File: src/rtl/proj_defs.sv
// Shared definitions for the project datapath: operand width default, result
// width derivation and strobe bit positions in the controller's output vector.
package proj_defs;

    localparam int unsigned WIDTH_DEF = 8;

    // Order {A,B,C,D,en,valid}, MSB first, as the controller drives it.
    localparam int unsigned STB_W     = 6;
    localparam int unsigned STB_A     = 5;
    localparam int unsigned STB_B     = 4;
    localparam int unsigned STB_C     = 3;
    localparam int unsigned STB_D     = 2;
    localparam int unsigned STB_EN    = 1;
    localparam int unsigned STB_VALID = 0;

    // Two full-width products summed need one extra bit.
    function automatic int unsigned acc_width(input int unsigned w);
        return 2 * w + 1;
    endfunction

endpackage

File: src/rtl/dff.sv
// Register primitive with synchronous active-low clear and load enable.
module dff #(
    parameter int unsigned W = 1
) (
    input  logic         clock,
    input  logic         rst_n,
    input  logic         en,
    input  logic [W-1:0] d,
    output logic [W-1:0] q
);

    always_ff @(posedge clock) begin
        if (!rst_n) begin
            q <= '0;
        end else if (en) begin
            q <= d;
        end
    end

endmodule

File: src/rtl/result_fifo.sv
// Two-entry result FIFO built from dff registers; a push into a full FIFO is
// accepted only when a pop frees a slot in the same cycle.
module result_fifo #(
    parameter int unsigned W = 17
) (
    input  logic         clock,
    input  logic         rst_n,
    input  logic         push,
    input  logic         pop,
    input  logic [W-1:0] din,
    output logic [W-1:0] dout,
    output logic         full,
    output logic         empty
);

    logic         wr_ptr;
    logic         rd_ptr;
    logic [1:0]   count;
    logic [1:0]   count_nxt_c;
    logic [W-1:0] mem0;
    logic [W-1:0] mem1;
    logic         do_push_c;
    logic         do_pop_c;

    assign do_pop_c  = pop && !empty;
    assign do_push_c = push && (!full || do_pop_c);

    always_comb begin
        count_nxt_c = count;
        if (do_push_c && !do_pop_c) begin
            count_nxt_c = count + 2'd1;
        end else if (!do_push_c && do_pop_c) begin
            count_nxt_c = count - 2'd1;
        end
    end

    dff #(.W(1)) u_wr_ptr (.clock, .rst_n, .en(do_push_c), .d(~wr_ptr), .q(wr_ptr));
    dff #(.W(1)) u_rd_ptr (.clock, .rst_n, .en(do_pop_c),  .d(~rd_ptr), .q(rd_ptr));
    dff #(.W(2)) u_count  (.clock, .rst_n, .en(1'b1),      .d(count_nxt_c), .q(count));

    dff #(.W(W)) u_mem0 (.clock, .rst_n, .en(do_push_c && !wr_ptr), .d(din), .q(mem0));
    dff #(.W(W)) u_mem1 (.clock, .rst_n, .en(do_push_c &&  wr_ptr), .d(din), .q(mem1));

    assign dout  = rd_ptr ? mem1 : mem0;
    assign full  = (count == 2'd2);
    assign empty = (count == 2'd0);

endmodule

File: src/rtl/proj_datapath.sv
// Operand capture, RA*RB + RC*RD accumulate and result queueing driven by the
// controller's one-hot phase strobes.
module proj_datapath
    import proj_defs::*;
#(
    parameter  int unsigned WIDTH = WIDTH_DEF,
    localparam int unsigned ACC_W = acc_width(WIDTH)
) (
    input  logic             clock,
    input  logic             rst_n,
    input  logic             A,
    input  logic             B,
    input  logic             C,
    input  logic             D,
    input  logic             en,
    input  logic             valid,
    input  logic [WIDTH-1:0] data_in,
    output logic [ACC_W-1:0] out_data,
    output logic             out_valid,
    input  logic             out_ready,
    output logic             busy,
    output logic             overflow,
    output logic             protocol_err
);

    localparam int unsigned PROD_W = 2 * WIDTH;

    logic [STB_W-1:0]  stb_c;
    logic              multi_c;
    logic              pop_c;
    logic              push_c;
    logic              drop_c;
    logic              full;
    logic              empty;
    logic [WIDTH-1:0]  ra;
    logic [WIDTH-1:0]  rb;
    logic [WIDTH-1:0]  rc;
    logic [WIDTH-1:0]  rd;
    logic [ACC_W-1:0]  acc;
    logic [PROD_W-1:0] prod_ab_c;
    logic [PROD_W-1:0] prod_cd_c;
    logic [ACC_W-1:0]  sum_c;

    always_comb begin
        stb_c            = '0;
        stb_c[STB_A]     = A;
        stb_c[STB_B]     = B;
        stb_c[STB_C]     = C;
        stb_c[STB_D]     = D;
        stb_c[STB_EN]    = en;
        stb_c[STB_VALID] = valid;
    end

    // More than one bit set: clearing the lowest set bit leaves something.
    assign multi_c = (stb_c & (stb_c - STB_W'(1))) != '0;

    assign prod_ab_c = PROD_W'(ra) * PROD_W'(rb);
    assign prod_cd_c = PROD_W'(rc) * PROD_W'(rd);
    assign sum_c     = ACC_W'(prod_ab_c) + ACC_W'(prod_cd_c);

    assign pop_c  = !empty && out_ready;
    assign push_c = valid && !multi_c;
    assign drop_c = push_c && full && !pop_c;

    always_ff @(posedge clock) begin
        if (!rst_n) begin
            ra           <= '0;
            rb           <= '0;
            rc           <= '0;
            rd           <= '0;
            acc          <= '0;
            busy         <= 1'b0;
            overflow     <= 1'b0;
            protocol_err <= 1'b0;
        end else begin
            if (!multi_c) begin
                if (A)  ra  <= data_in;
                if (B)  rb  <= data_in;
                if (C)  rc  <= data_in;
                if (D)  rd  <= data_in;
                if (en) acc <= sum_c;
                if (B) begin
                    busy <= 1'b1;
                end else if (valid) begin
                    busy <= 1'b0;
                end
            end
            if (multi_c) protocol_err <= 1'b1;
            if (drop_c)  overflow     <= 1'b1;
        end
    end

    result_fifo #(.W(ACC_W)) u_fifo (
        .clock (clock),
        .rst_n (rst_n),
        .push  (push_c),
        .pop   (pop_c),
        .din   (acc),
        .dout  (out_data),
        .full  (full),
        .empty (empty)
    );

    assign out_valid = !empty;

endmodule

File: config.mk
export PLATFORM = sky130hd
export DESIGN_NAME = proj_datapath
export DESIGN_NICKNAME = d
export VERILOG_FILES = /design/src/rtl/proj_defs.sv /design/src/rtl/dff.sv /design/src/rtl/result_fifo.sv /design/src/rtl/proj_datapath.sv
export SDC_FILE = /design/constraint.sdc
export NUM_CORES = 1
export LEC_CHECK = 0
export BUFFER_PORTS_ARGS = -buffer_cell sky130_fd_sc_hd__buf_2
export CORE_UTILIZATION = 35
export DETAILED_ROUTE_END_ITERATION = 10
export GPL_TIMING_DRIVEN = 0
export PLACE_DENSITY_LB_ADDON = 0.3
export SYNTH_ARGS = -nofsm -noshare
export SYNTH_HDL_FRONTEND = slang
export SYNTH_SLANG_ARGS = --single-unit
File: constraint.sdc
create_clock -name clock -period 13.1 [get_ports clock]
set_input_delay 1.31 -clock clock [delete_from_list [all_inputs] [get_ports clock]]
set_output_delay 1.31 -clock clock [all_outputs]
set_load 0.01 [all_outputs]
-- After elaboration in Yosys (flattened, before gate mapping)
Cells that the tools add are included.
- multipliers: 2
- reductions and logical operators: 28
- muxes and demuxes: 5
- $add $sub $neg: 4
- equal/unequal tests: 1
- bitwise gates (word level): 4
- operators with widths (operator ; number):
    multiplier 8 x 8 -> 16 bit ; 2
    adder 16 x 16 -> 17 bit ; 1
    2-to-1 mux 17 bit ; 1
    AND reduction 2 bit ; 6
    logical AND 1 bit ; 10
    logical NOT 1 bit ; 7
    AND 6 bit ; 1
    nonzero test 6 bit ; 1
    subtractor 6 x 1 -> 6 bit, second input constant ; 1
    2-to-1 mux 2 bit ; 2
    nonzero test 2 bit ; 2
    NOT 1 bit ; 3
    adder 2 x 1 -> 2 bit, second input constant ; 1
    equality test 2 bit, second input constant ; 1
    logical NOT 2 bit ; 1
    2-to-1 mux 1 bit ; 2
    subtractor 2 x 1 -> 2 bit, second input constant ; 1
    logical OR 1 bit ; 1
- register bits: 90
- input bits: 17
- output and inout bits: 21

-- Logic depth before layout (Yosys ltp)
- depth in word-level cells: 10
- mapped depth: 19
- depth with buffers taken out: 18

-- Modules after synthesis
From an unflattened synthesis, not the netlist that was laid out.
- cell total of the unflattened synthesis: 864
- area, all modules: 8182.8 sq um
- modules (own cells, without submodules) (module ; area each (sq um) ; sequential area each (sq um) ; times used ; cells each):
    proj_datapath ; 6372.4 ; 1041.0 ; 1 ; 704
    dff at u_fifo.u_mem0 ... ; 651.9 ; 340.3 ; 2 ; 54
    result_fifo ; 361.6 ; 0.0 ; 1 ; 40
    dff at u_fifo.u_count ; 72.6 ; 40.0 ; 1 ; 6
    dff at u_fifo.u_rd_ptr ... ; 36.3 ; 20.0 ; 2 ; 3

-- Least setup slack after synthesis
OpenSTA, ideal clock, no wires.
- path kind: reg-to-reg
- from: register ra[5]
- to: register acc[16]
- setup slack: 7.921 ns
- arrival: 5.046 ns
- required time: 12.967 ns
- clock period less this slack: 5.179 ns
- stages on the path, launching flop included: 18
- buffers on the path: 1
- cells stage by stage: dfxtp_1 > clkbuf_1 > nand2_1 > fa_1 > fa_1 > inv_1 > fa_1 > fa_1 > fa_1 > inv_1 > fa_1 > inv_1 > ha_1 > o21ai_0 > a32oi_1 > a41oi_1 > a2111oi_0 > nor3_1
- cells in the longest elaborated chain, start to end: 2
- RTL lines (element ; RTL line ; source):
    from (decl) ; proj_datapath.sv:35 ; logic [WIDTH-1:0] ra;
    from (signal assigned) ; proj_datapath.sv:77 ; if (A) ra <= data_in;
    multiplier 8 x 8 -> 16 bit ; proj_datapath.sv:57 ; assign prod_ab_c = PROD_W'(ra) * PROD_W'(rb);
    adder 16 x 16 -> 17 bit ; proj_datapath.sv:59 ; assign sum_c = ACC_W'(prod_ab_c) + ACC_W'(prod_cd_c);
    to (signal assigned) ; proj_datapath.sv:81 ; if (en) acc <= sum_c;
    to (decl) ; proj_datapath.sv:39 ; logic [ACC_W-1:0] acc;
Every way passes these cells.
A chain may end at the register's enable or synchronous reset.

-- Worst setup path after layout
Ends and elaborated chain as after synthesis.

==> metrics.csv <==
metric,value,unit
met3_usage,2.13,%
cpMostUsedCell,fa_1,
drt_pass1_iterations,4,
cpPeakStageDelay,0.54,ns
setup_viol_count_final,0,
grt_max_degree,15,
swShare,22.8,%
netlist_area,7990,sq um
grt_pass1_wl,31.5,mm
power,606,uW
gr-total-overflow,0,
outcome,"complete, no violations",
final-hold-violation-count,0,
cts.clk_slew.worst_paths,0.06,ns
dpl.hpwl,14.9,mm
synth_ff_type,dfxtp_1,
start_kind,register,
core_area,22100,sq um
clockBufferDepth,2,
nets,1094,
final_cell_mix,"137 x inv_1, 97 x fa_1, 96 x and2_1",
synthArstFlopShare,0,%
cap_viol_max_count,0,
yosys_warnings,0,
pre_cts_ws,7.14,ns
grt_util_met2,28.6,%
worst_setup_path_end_kind,register,
p_comb_share,7.0,%
clock.fmax,0.167,GHz
die_w,153,um
pwr-share-clk,46.2,%
ir_drop,0.0931,mV
fin_hold_ws,0.462,ns
dr.first_iter.drc_count,339,
grt.busiest_layer,met2,
grt.total_usage,17.1,%
p_leak,4.14,nW
fin_crit_sh,45.6,%
grt_util_met1,23.8,%
wirelength,18.9,mm
root_buffer,clkbuf_16,
post_cts_buffers,0,
crit_chain,clkbuf_1 -> nand2_1 -> fa_1 -> fa_1 -> inv_1 -> fa_1 -> fa_1 -> fa_1 -> inv_1 -> fa_1 -> inv_1 -> ha_1 -> o21ai_0 -> a32oi_1 -> a41oi_1 -> a2111oi_0 -> nor3_1,
ys_seq_area_share,22.5,%
area_growth,10.7,%
p_seq_share,46.9,%
avgSynthCellArea,9.23,sq um
synth_edf_count,0,
fin_skew,0.00715,ns
regToRegSetupSlack,7.13,ns
crit_arrival,6.19,ns
pin_count,38,
place_congestion,0.819,
drc,0,
io_buffers,37,
numClockSinks,90,
hp-class,register to register,
worst_pin_slew,0.862,ns
tns,0,ns
cts_buffers,9,
path_max_fanout,9,
worstSkewPairLatency,0.34,ns
h-tree-depth,3,
rsz0062_at_grt,no,
post_drt_via_cell_ratio,4.91,
detail_route.wl_per_cell,15.8,um
max-slew-margin-rel,42.5,%
period_minus_slack,5.97,ns
antenna_found_initial,0,
critPathRequiredTime,13.31,ns
grt_pass1_vias,5863,
synthesis.nets,1046,
start_util,36.2,%
row_count,54,
ys_types,57,
synthesis.instances,866,
netSwitchingPower,138,uW
layout_setup_ws,7.13,ns
crit_type,register to register,
ys_ff_latch,90,
ant_nets,0,
die_h,153,um
die-area,23400,sq um
via_count,5882,
drive_above_1_share,8.81,%
slew_viol_final,0,
num_antenna_cells,0,
post_cts_resized,0,
postCtsHoldBufs,0,
crit_slowest_cell,fa_1,
p_int,468,uW
p_per_area,68.4,nW/um^2
final_common_cell,inv_1,
cts_tree,done,
flip-flops by register name (all words and copies together), names as in the netlist:
signal,count
acc,17
busy,1
overflow,1
protocol_err,1
ra,8
rb,8
rc,8
rd,8
u_fifo.u_count.q,2
u_fifo.u_mem0.q,17
u_fifo.u_mem1.q,17
u_fifo.u_rd_ptr.q,1
u_fifo.u_wr_ptr.q,1
final cells by class:
cell class / count / area [sq um]
timing repair buffer: 37 / 185
sequential: 90 / 1800
tap: 280 / 350
inverter: 137 / 514
clock inverter: 4 / 75.1
buffer: 29 / 125
fill: 2162 / 13200
multi-input combinational: 610 / 5550
clock buffer: 12 / 246
worst max-delay path, delay by kind of cell (launching register included):
| kind | cells | cell delay (ns) |
|---|---|---|
| DFF | 1 | 0.31 |
| adders and majority gates | 7 | 3.44 |
| and+or+nand+nor | 2 | 0.24 |
| buffers and inverters | 4 | 0.52 |
| AOI/OAI and AO/OA | 4 | 1.32 |
worst paths after layout:
path,startpoint,end,cells past startpoint
setup / recovery,ra[5],acc[16],17
hold / removal,u_fifo.u_mem1.q[5],u_fifo.u_mem1.q[5],2
setup reg to reg,ra[5],acc[16],17
hold reg to reg,u_fifo.u_mem1.q[5],u_fifo.u_mem1.q[5],2
through the flow:
| step | util [%] | area (sq um) | std cells |
|---|---|---|---|
| 6_report | 40.1 | 8850 | 1199 |
| 5_1_grt | 40.1 | 8850 | 1199 |
| 4_1_cts | 40.1 | 8850 | 1199 |
| 3_5_place_dp | 38.6 | 8530 | 1183 |
| 3_3_place_gp | 38.6 | 8530 | 1183 |
| 2_1_floorplan | - | 7990 | 866 |
routing by layer:
metal	part of all wire (%)	vias up
li1	-	2886
met1	47	2898
met2	49	87
met3	3.3	11
met4	0.83	0
met5	0	-
Yosys cell counts (3+ instances only):
cell type | count | area (sq um)
a21boi_0 | 24 | 180
a21o_1 | 6 | 45.0
a21oi_1 | 7 | 35.0
a32oi_1 | 3 | 26.3
and2_1 | 96 | 601
and3_1 | 3 | 18.8
buf_1 | 3 | 11.3
buf_2 | 4 | 20.0
clkbuf_1 | 20 | 75.1
dfxtp_1 | 90 | 1800
fa_1 | 97 | 1940
ha_1 | 66 | 826
inv_1 | 137 | 514
mux2_2 | 17 | 191
mux2i_1 | 25 | 250
nand2_1 | 83 | 312
nand3_1 | 53 | 265
nand4_1 | 5 | 31.3
nor2_1 | 8 | 30.0
nor2b_1 | 27 | 169
nor3_1 | 6 | 30.0
o21a_1 | 3 | 22.5
o21ai_0 | 34 | 170
xnor2_1 | 8 | 70.1
power groups by stage:
stage	sequential [mW]	combinational, mW	clock, mW
floorplan	0.287	0.0277	0
global placement	0.290	0.0419	0
detailed placement	0.290	0.0421	0
CTS	0.284	0.0426	0.284
global route	0.284	0.0465	0.298
finish	0.284	0.0422	0.280
cell families after synthesis:
kind of cell | after synthesis | synth area share, %
DFF | 90 | 22.5
adders and majority gates | 164 | 34.8
muxes | 42 | 5.53
buffers and inverters | 166 | 8.00
xor gates and xnor gates | 10 | 1.10
AOI/OAI and AO/OA | 99 | 8.33
and+or+nand+nor | 295 | 19.8
(Power assumes the default switching activity.)
